===== src/rtl/sc_spi_seq.sv =====
// sc_spi_seq - multi-frame SPI transaction sequencer.
// Runs one host transaction as NFRAME+1 back-to-back frames in front of the
// SPI protocol engine. For each frame it pulls a TX word from a valid/ready
// stream, pulses SPISTART and holds CSEXTEND so chip select stays low between
// frames. Each received word is forwarded, and DONE marks the end.
//
// Ports:
//   SPICLK, SYSRSTB          clock (posedge) and async active-low reset
//   REQ, NFRAME, FBITS       transaction request, frames-1, bits-per-frame-1
//   ACK, BUSY, DONE          accept pulse, transaction busy, completion pulse
//   ABORT, ABORTED           stop after current frame / DONE qualifier
//   TXVALID, TXWDATA, TXREADY   TX word stream (TXREADY is combinational)
//   RXOVALID, RXODATA        forwarded RX words (no backpressure)
//   SPISTART, CSEXTEND, TXDATA, DWIDTH   commands to the engine
//   SPIBUSY, RXDATA, RXVALID status/data from the engine

module sc_spi_seq #(
  parameter int unsigned NFW = 8
) (
  input  logic           SPICLK,
  input  logic           SYSRSTB,
  input  logic           REQ,
  input  logic [NFW-1:0] NFRAME,
  input  logic [4:0]     FBITS,
  output logic           ACK,
  output logic           BUSY,
  output logic           DONE,
  input  logic           ABORT,
  output logic           ABORTED,
  input  logic           TXVALID,
  input  logic [31:0]    TXWDATA,
  output logic           TXREADY,
  output logic           RXOVALID,
  output logic [31:0]    RXODATA,
  output logic           SPISTART,
  input  logic           SPIBUSY,
  output logic           CSEXTEND,
  output logic [31:0]    TXDATA,
  output logic [8:0]     DWIDTH,
  input  logic [31:0]    RXDATA,
  input  logic           RXVALID
);

  // Counters are one bit wider than NFRAME so 2^NFW frames never wrap.
  localparam int unsigned CW = NFW + 1;
  localparam int unsigned FW = 5;

  typedef enum logic [2:0] {
    S_IDLE  = 3'd0,
    S_FETCH = 3'd1,
    S_START = 3'd2,
    S_WBSY  = 3'd3,
    S_RUN   = 3'd4,
    S_DRAIN = 3'd5
  } state_t;

  state_t          state;
  logic [CW-1:0]   txcnt;
  logic [CW-1:0]   rxcnt;
  logic [NFW-1:0]  nframe_q;
  logic [FW-1:0]   fbits_q;
  logic            abort_flag;

  logic [CW-1:0]   last_idx;
  logic            last_frame;
  logic            drained;

  // Index of the final frame, compared against the frame currently issued.
  assign last_idx   = {1'b0, nframe_q};
  assign last_frame = (txcnt == last_idx);
  assign drained    = (rxcnt == txcnt);

  // A TX word is consumed only in FETCH, and never when ABORT is present.
  assign TXREADY = (state == S_FETCH) && TXVALID && !ABORT;

  // The engine gets the latched frame width, zero-extended.
  assign DWIDTH = {4'b0000, fbits_q};

  // Sequencer state, counters and registered outputs.
  always_ff @(posedge SPICLK or negedge SYSRSTB) begin
    if (!SYSRSTB) begin
      state      <= S_IDLE;
      txcnt      <= '0;
      rxcnt      <= '0;
      nframe_q   <= '0;
      fbits_q    <= '0;
      abort_flag <= 1'b0;
      ACK        <= 1'b0;
      BUSY       <= 1'b0;
      DONE       <= 1'b0;
      ABORTED    <= 1'b0;
      RXOVALID   <= 1'b0;
      RXODATA    <= '0;
      SPISTART   <= 1'b0;
      CSEXTEND   <= 1'b0;
      TXDATA     <= '0;
    end else begin
      // Pulse outputs default low every cycle.
      ACK      <= 1'b0;
      DONE     <= 1'b0;
      ABORTED  <= 1'b0;
      SPISTART <= 1'b0;
      RXOVALID <= 1'b0;

      // RX forwarding runs in every active state, including DRAIN.
      if ((state != S_IDLE) && RXVALID) begin
        RXODATA  <= RXDATA;
        RXOVALID <= 1'b1;
        rxcnt    <= rxcnt + CW'(1);
      end

      case (state)
        S_IDLE: begin
          // BUSY stays high through the DONE cycle and drops one cycle later.
          BUSY <= 1'b0;
          if (REQ && !SPIBUSY) begin
            nframe_q   <= NFRAME;
            fbits_q    <= FBITS;
            txcnt      <= '0;
            rxcnt      <= '0;
            abort_flag <= 1'b0;
            ACK        <= 1'b1;
            BUSY       <= 1'b1;
            state      <= S_FETCH;
          end
        end

        S_FETCH: begin
          if (ABORT) begin
            abort_flag <= 1'b1;
            state      <= S_DRAIN;
          end else if (TXVALID) begin
            // SPISTART and CSEXTEND are registered here so that they are
            // valid for exactly the START cycle.
            TXDATA   <= TXWDATA;
            SPISTART <= 1'b1;
            CSEXTEND <= !last_frame && !abort_flag;
            state    <= S_START;
          end
        end

        S_START: begin
          if (ABORT) begin
            abort_flag <= 1'b1;
          end
          state <= S_WBSY;
        end

        S_WBSY: begin
          if (ABORT) begin
            abort_flag <= 1'b1;
          end
          if (SPIBUSY) begin
            state <= S_RUN;
          end
        end

        S_RUN: begin
          if (ABORT) begin
            abort_flag <= 1'b1;
          end
          if (!SPIBUSY) begin
            txcnt <= txcnt + CW'(1);
            if (last_frame || abort_flag || ABORT) begin
              state <= S_DRAIN;
            end else begin
              state <= S_FETCH;
            end
          end
        end

        S_DRAIN: begin
          if (drained) begin
            DONE       <= 1'b1;
            ABORTED    <= abort_flag;
            CSEXTEND   <= 1'b0;
            abort_flag <= 1'b0;
            state      <= S_IDLE;
          end
        end

        default: begin
          state <= S_IDLE;
        end
      endcase
    end
  end

endmodule


===== config.mk =====
export PLATFORM = sky130hd
export DESIGN_NAME = sc_spi_seq
export DESIGN_NICKNAME = d
export VERILOG_FILES = /design/src/rtl/sc_spi_seq.sv
export SDC_FILE = /design/constraint.sdc
export NUM_CORES = 1
export LEC_CHECK = 0
export CAP_MARGIN = 0
export CORE_MARGIN = 1.5
export CORE_UTILIZATION = 34
export DETAILED_ROUTE_END_ITERATION = 7
export HOLD_SLACK_MARGIN = 0.03
export SYNTH_ARGS = -nofsm -noshare
export SYNTH_HDL_FRONTEND = slang
export SYNTH_SLANG_ARGS = --single-unit

===== constraint.sdc =====
create_clock -name SPICLK -period 2.17 [get_ports SPICLK]
set_input_delay 0.434 -clock SPICLK [delete_from_list [all_inputs] [get_ports SPICLK]]
set_output_delay 0.434 -clock SPICLK [all_outputs]
set_load 0.05 [all_outputs]

==> results of run 1 <==
## final cells by class
class	instances	area share, %
Tap cell	176	3.28
Multi-Input combinational cell	209	26.0
Clock inverter	4	0.764
Timing Repair Buffer	175	26.6
Clock buffer	12	3.67
Sequential cell	106	39.5
Inverter	3	0.168
## synthesized netlist by cell type (2+ instances only)
cell | instances | share of area [%]
nand4_1 | 4 | 0.55
nor2_1 | 25 | 2.1
nor2b_1 | 2 | 0.28
xnor2_1 | 10 | 1.9
buf_6 | 2 | 0.50
buf_2 | 8 | 0.88
and2_1 | 4 | 0.55
and4bb_2 | 2 | 0.55
and3_1 | 3 | 0.41
buf_4 | 9 | 1.5
o21ai_0 | 4 | 0.44
a21oi_1 | 3 | 0.33
xor2_1 | 18 | 3.5
o31a_1 | 2 | 0.39
mux2_1 | 59 | 15
nand2_1 | 15 | 1.2
ha_1 | 2 | 0.55
inv_1 | 3 | 0.25
xnor2_2 | 2 | 0.72
nand3_1 | 9 | 0.99
nor3_2 | 2 | 0.44
dfrtp_1 | 106 | 58
mux2i_1 | 3 | 0.66
mux2_2 | 19 | 4.7
clkbuf_1 | 3 | 0.25
nor3_1 | 2 | 0.22
## stage by stage
step | std cells | instance area (um2)
finish | 685 | 6720
global route | 685 | 6720
CTS | 685 | 6720
detailed placement | 669 | 6420
global placement | 669 | 6420
floorplan | 340 | 4550
## report_power, final
group          switching (uW)  total, uW  internal (uW)
combinational            3470       5630           2160
sequential                536       3360           2820
clock                     687       1610            927
total                    4690      10600           5910
## routing by layer
layer	part of all wire (%)	routed length, um	global-route usage [%]
met1	44	4340	18.5
met2	49	4770	23.7
met3	5.0	484	2.80
met4	1.6	156	5.87
met5	0	0	0
## kinds of logic after synthesis
family,after synthesis
fa+ha+maj,2
xor+xnor,31
buf+inv,25
mux,81
simple gates,74
flops,106
compound gates,17
other cells,1
## state kept, by name, summed over array words and instances (netlist names)
register	cells
state	3
ABORTED	1
SPISTART	1
BUSY	1
txcnt	9
ACK	1
TXDATA	32
RXOVALID	1
RXODATA	32
CSEXTEND	1
rxcnt	9
abort_flag	1
nframe_q	8
fbits_q	5
DONE	1
## final timing paths
check                                   to  slack, ns  cells after the start
worst max-delay path               TXREADY       0.11                      5
worst min-delay path            TXDATA[17]        0.1                      1
worst max register to register    state[0]       0.40                      5
worst min register to register  TXDATA[14]       0.48                      1
max in group asynchronous       TXDATA[25]       1.47                      2
min in group SPICLK             TXDATA[14]       0.48                      1
## worst max-delay path, delay by kind of cell
kind	cells	cell delay (ns)
buffers and inverters	3	0.79
AND/OR/NAND/NOR	2	0.40
==> metrics, run 1 <==
Tmin final=2.06 ns; Total Power=10,600 uW; largest family of logic cells by synthesized area=multiplexers; Util after Layout=51.1%; CTS Hold Buffers Added=0; FF+latch area=2650 um2; ratio of cells with drive above 1 in the final layout=12.0%; RSZ-0062 raised after global routing=false; min-delay worst type=in -> async; P per Cell Area=1580 nW/um2; multi-input logic area=1750 um2; YS warnings=0; Critical Path Sink Type=primary output; CP cell instances=clkdlybuf4s50_1, nor4b_2, buf_4, and2_1, buf_12; Final ANT Viol Nets=0; die width=between 100 and 150 um; Hold Slack=0.0954 ns; slowest cell delay on critical path=0.48 ns; fin worst setup slack=0.110 ns; Routed WL=9750 um; initial DRC count=118; commonest register cell after synthesis=dfrtp_1; largest net degree at the start of global routing=49; Mapped Area=4540 um2; nets=a little under 600; FFs w/ async S/R, synth=100%; final number of setup-violating endpoints=0; clock transition at the registers of the reported paths=about 0.07 ns; worst setup path start=TXVALID; CTS Buffer Depth=2; clk_lat worst skew=0.34 ns; Post-synth EDFFs=0; FILL cells=1,179; #FFs+latches synth=about 110; Port Buffers=160; synthesized area per cell=13.5 um2; postcts setup bufs=0; initial core utilization=around a third; DRC=0; most frequent cells in the layout=158 x clkdlybuf4s50_1, 106 x dfrtp_1, 59 x mux2_1; CTS tree=done; first-pass GRT wire length=16,100 um; grt total ovfl=0; Die Area=14,100 um2; Vias=3,076; final period utilization=94.9%; clock sink count=106; total of max-cap violations=0; Final Wtd Congestion=0.763; GRT Overall Usage=14.3%; Fmax=about 0.49 GHz; clock root cell=clkbuf_16; clock skew=~0.0048 ns; Synth Area in Adders=0.551%; WS Path Type=in -> out; pre-CTS setup slack=0.0169 ns; core region area=13,100 um2; Wirelength per Cell=between 10 and 15 um; total CTS buffers=9; sequential area share after synthesis=58.4%; synthesized instance count=337; DP HPWL=7330 um; antenna fix cells=0; vias in the first global route=3,159; num rows=42; slowest CP cell=clkdlybuf4s50_1; area growth from synthesis to layout=47.9%; final hold vios=0; Slew headroom=56.8%; startpoint types=input port; PostCTS Resize Cnt=0; Synth Area in Simple Gates=~8.5%; RR Startpoint=txcnt[1]; worst path required time=1.74 ns; Least-Margin Pin Slew=around 0.65 ns; Post-Synth XOR/XNOR Area=under 10%; peak supply drop=0.000470 V; post-synth cell types=between 40 and 50; most common cell after layout, fill and taps aside=clkdlybuf4s50_1; P_leak=0.00286 uW; CP Data Arrival Time=1.63 ns; depth of the CTS H-tree=3; Final TNS setup=0 ns; crit-path max FO=2; Pre-Repair DR Iteration Count=4; max-slew violation count=0; status=finished, final reports clean; Synth Area in Compound Gates=under 10%; initial antenna violation count=0; Ports=between 150 and 200; die height=~120 um; Via density=roughly 4.5; multiplexer share of the synthesized area=20.0%
(Power assumes the default switching activity.)
==> run 2, diff against run 1 <==
ABC_CLOCK_PERIOD_IN_PS = 2170   (was unset)
CORE_ASPECT_RATIO = 0.6   (was unset)
==> run 2 against run 1 <==
Effect of this change: hold slack lost 0.058 ns; power grew 0.22%; critical path depth is the same; sequential share of layout area grew 0.052 points; worst setup slack lost 0.030 ns; wire length grew 7.4%; register-to-register slack lost 0.03 ns; critical path type unchanged.
==> metrics, run 2 (synthesized netlist as in run 1, its figures left out) <==
die width=around 150 um; slowest CP cell=clkdlybuf4s50_1; largest net degree at the start of global routing=40; initial DRC count=88; initial core utilization=35.1%; most frequent cells in the layout=158 x clkdlybuf4s50_1, 106 x dfrtp_1, 59 x mux2_1; Final Wtd Congestion=0.776; final number of setup-violating endpoints=0; antenna fix cells=0; Ports=165; startpoint types=input port; CP Data Arrival Time=roughly 1.7 ns; Total Power=10,600 uW; RSZ-0062 raised after global routing=false; Layout Cells excl Fill=678; Psw=4810 uW; Vias=3,106; most common cell after layout, fill and taps aside=clkdlybuf4s50_1; Port Buffers=160; P_leak=0.00286 uW; GRT Overall Usage=15.6%; clk_lat worst skew=0.34 ns; min-delay worst type=in -> async; CP cell instances=clkdlybuf4s50_1, nor4b_4, buf_4, and2_1, buf_12; area growth from synthesis to layout=47.7%; num rows=32; Fmax=0.479 GHz; post-placement cell area=6400 um2; core region area=12,900 um2; clock transition at the registers of the reported paths=around 0.07 ns; Sw Share=between 40% and 50%; die height=92.5 um; clock skew=0.00644 ns; WS Path Type=in -> out; status=finished, final reports clean; first-pass GRT wire length=approximately 17,000 um; clock sink count=106; peak supply drop=0.000687 V; CTS Hold Buffers Added=0; clock root cell=clkbuf_16; Slew headroom=61.1%; Final ANT Viol Nets=0; Final TNS setup=0 ns; CTS tree=done; ratio of cells with drive above 1 in the final layout=between 10% and 20%; depth of the CTS H-tree=3; Tmin final=2.09 ns; slowest cell delay on critical path=just under 0.5 ns; DP HPWL=7960 um; Via density=4.58; total of max-cap violations=0; total CTS buffers=9; Non-Filler Cell Area, Final=6710 um2; DRC=0; Least-Margin Pin Slew=0.582 ns; grt total ovfl=0; power share of the combinational group=53.1%; placed insts=662; nets=590; Wirelength per Cell=15.5 um; FILL cells=1,142; CTS Buffer Depth=2; final period utilization=96.3%; clock share of power=14.8%; Routed WL=about 10,000 um; Util after Layout=51.9%; vias in the first global route=3,282; initial antenna violation count=0; worst path required time=1.74 ns; Flop pwr share=~32%; biggest regs=RXODATA x32, TXDATA x32; Die Area=14,100 um2; Internal Power=slightly below 6000 uW; max-slew violation count=0; Pre-Repair DR Iteration Count=4; Critical Path Sink Type=primary output; crit-path max FO=2; P per Cell Area=around 1600 nW/um2; final hold vios=0
==> run 2: cell count changes in the layout (fill, tap and decap cells not counted) <==
cell        delta
clkinv_2       -1
clkinvlp_4     -1
clkinv_4       +2
clkbuf_1       -2
bufinv_16      -1
nor4b_4        +1
nor4b_2        -1
inv_8          +2
==> run 2: worst paths after layout <==
check | startpoint | end | slack, ns | depth (start not counted)
worst min-delay path | SYSRSTB | fbits_q[3] | 0.04 | 1
min in group SPICLK | RXODATA[12] | RXODATA[12] | 0.49 | 1
worst max register to register | txcnt[1] | state[0] | 0.37 | 5
worst min register to register | RXODATA[12] | RXODATA[12] | 0.49 | 1
worst max-delay path | ABORT | TXREADY | 0.08 | 5
max in group asynchronous | SYSRSTB | RXODATA[22] | 1.58 | 2
==> run 2: final cells by class <==
type | instances | area (um2) | share of cell area [%]
clock buffers | 10 | 239 | 3.56
clock inverters | 5 | 48.8 | 0.728
inverters | 3 | 11.3 | 0.168
multi-input cells | 209 | 1760 | 26.2
flip-flops and latches | 106 | 2650 | 39.6
well taps | 170 | 213 | 3.17
repair buffers | 175 | 1780 | 26.6
==> run 2: per-layer routing <==
metal	routed length, um	GRT usage, %	vias up
li1	-	-	1479
met1	5020	20.9	1497
met2	4460	23.3	124
met3	937	6.93	6
met4	63	3.16	0
met5	0	0	-
==> run 2: stage by stage <==
step	setup slack, ns	hold slack, ns
6_report	0.0807	0.0370
5_1_grt	0.0129	0.0523
4_1_cts	0.0517	0.0371
3_5_place_dp	0.0271	0.411
3_3_place_gp	0.0731	0.409
2_1_floorplan	0.550	0.138
==> run 2: power by group through the flow <==
stage	Combinational, uW	Sequential (uW)	Clock, uW
after global routing	5920	3550	1710
after CTS	5680	3430	1640
after global placement	5590	3420	0
after detailed placement	5660	3460	0
after floorplan	1470	5630	0
final	5640	3420	1570
==> run 2: repair_timing <==
item | 4_1_cts | 5_1_grt
buffers inserted | 0 | 1
resized for setup | 0 | 1
setup endpoints to repair | 0 | 1
endpoints found under the hold margin | 0 | 0
==> run 2: critical path: cells and delay by family <==
| kind | cells | cell delay (ns) |
|---|---|---|
| buffers and inverters | 3 | 0.79 |
| AND/OR/NAND/NOR | 2 | 0.42 |
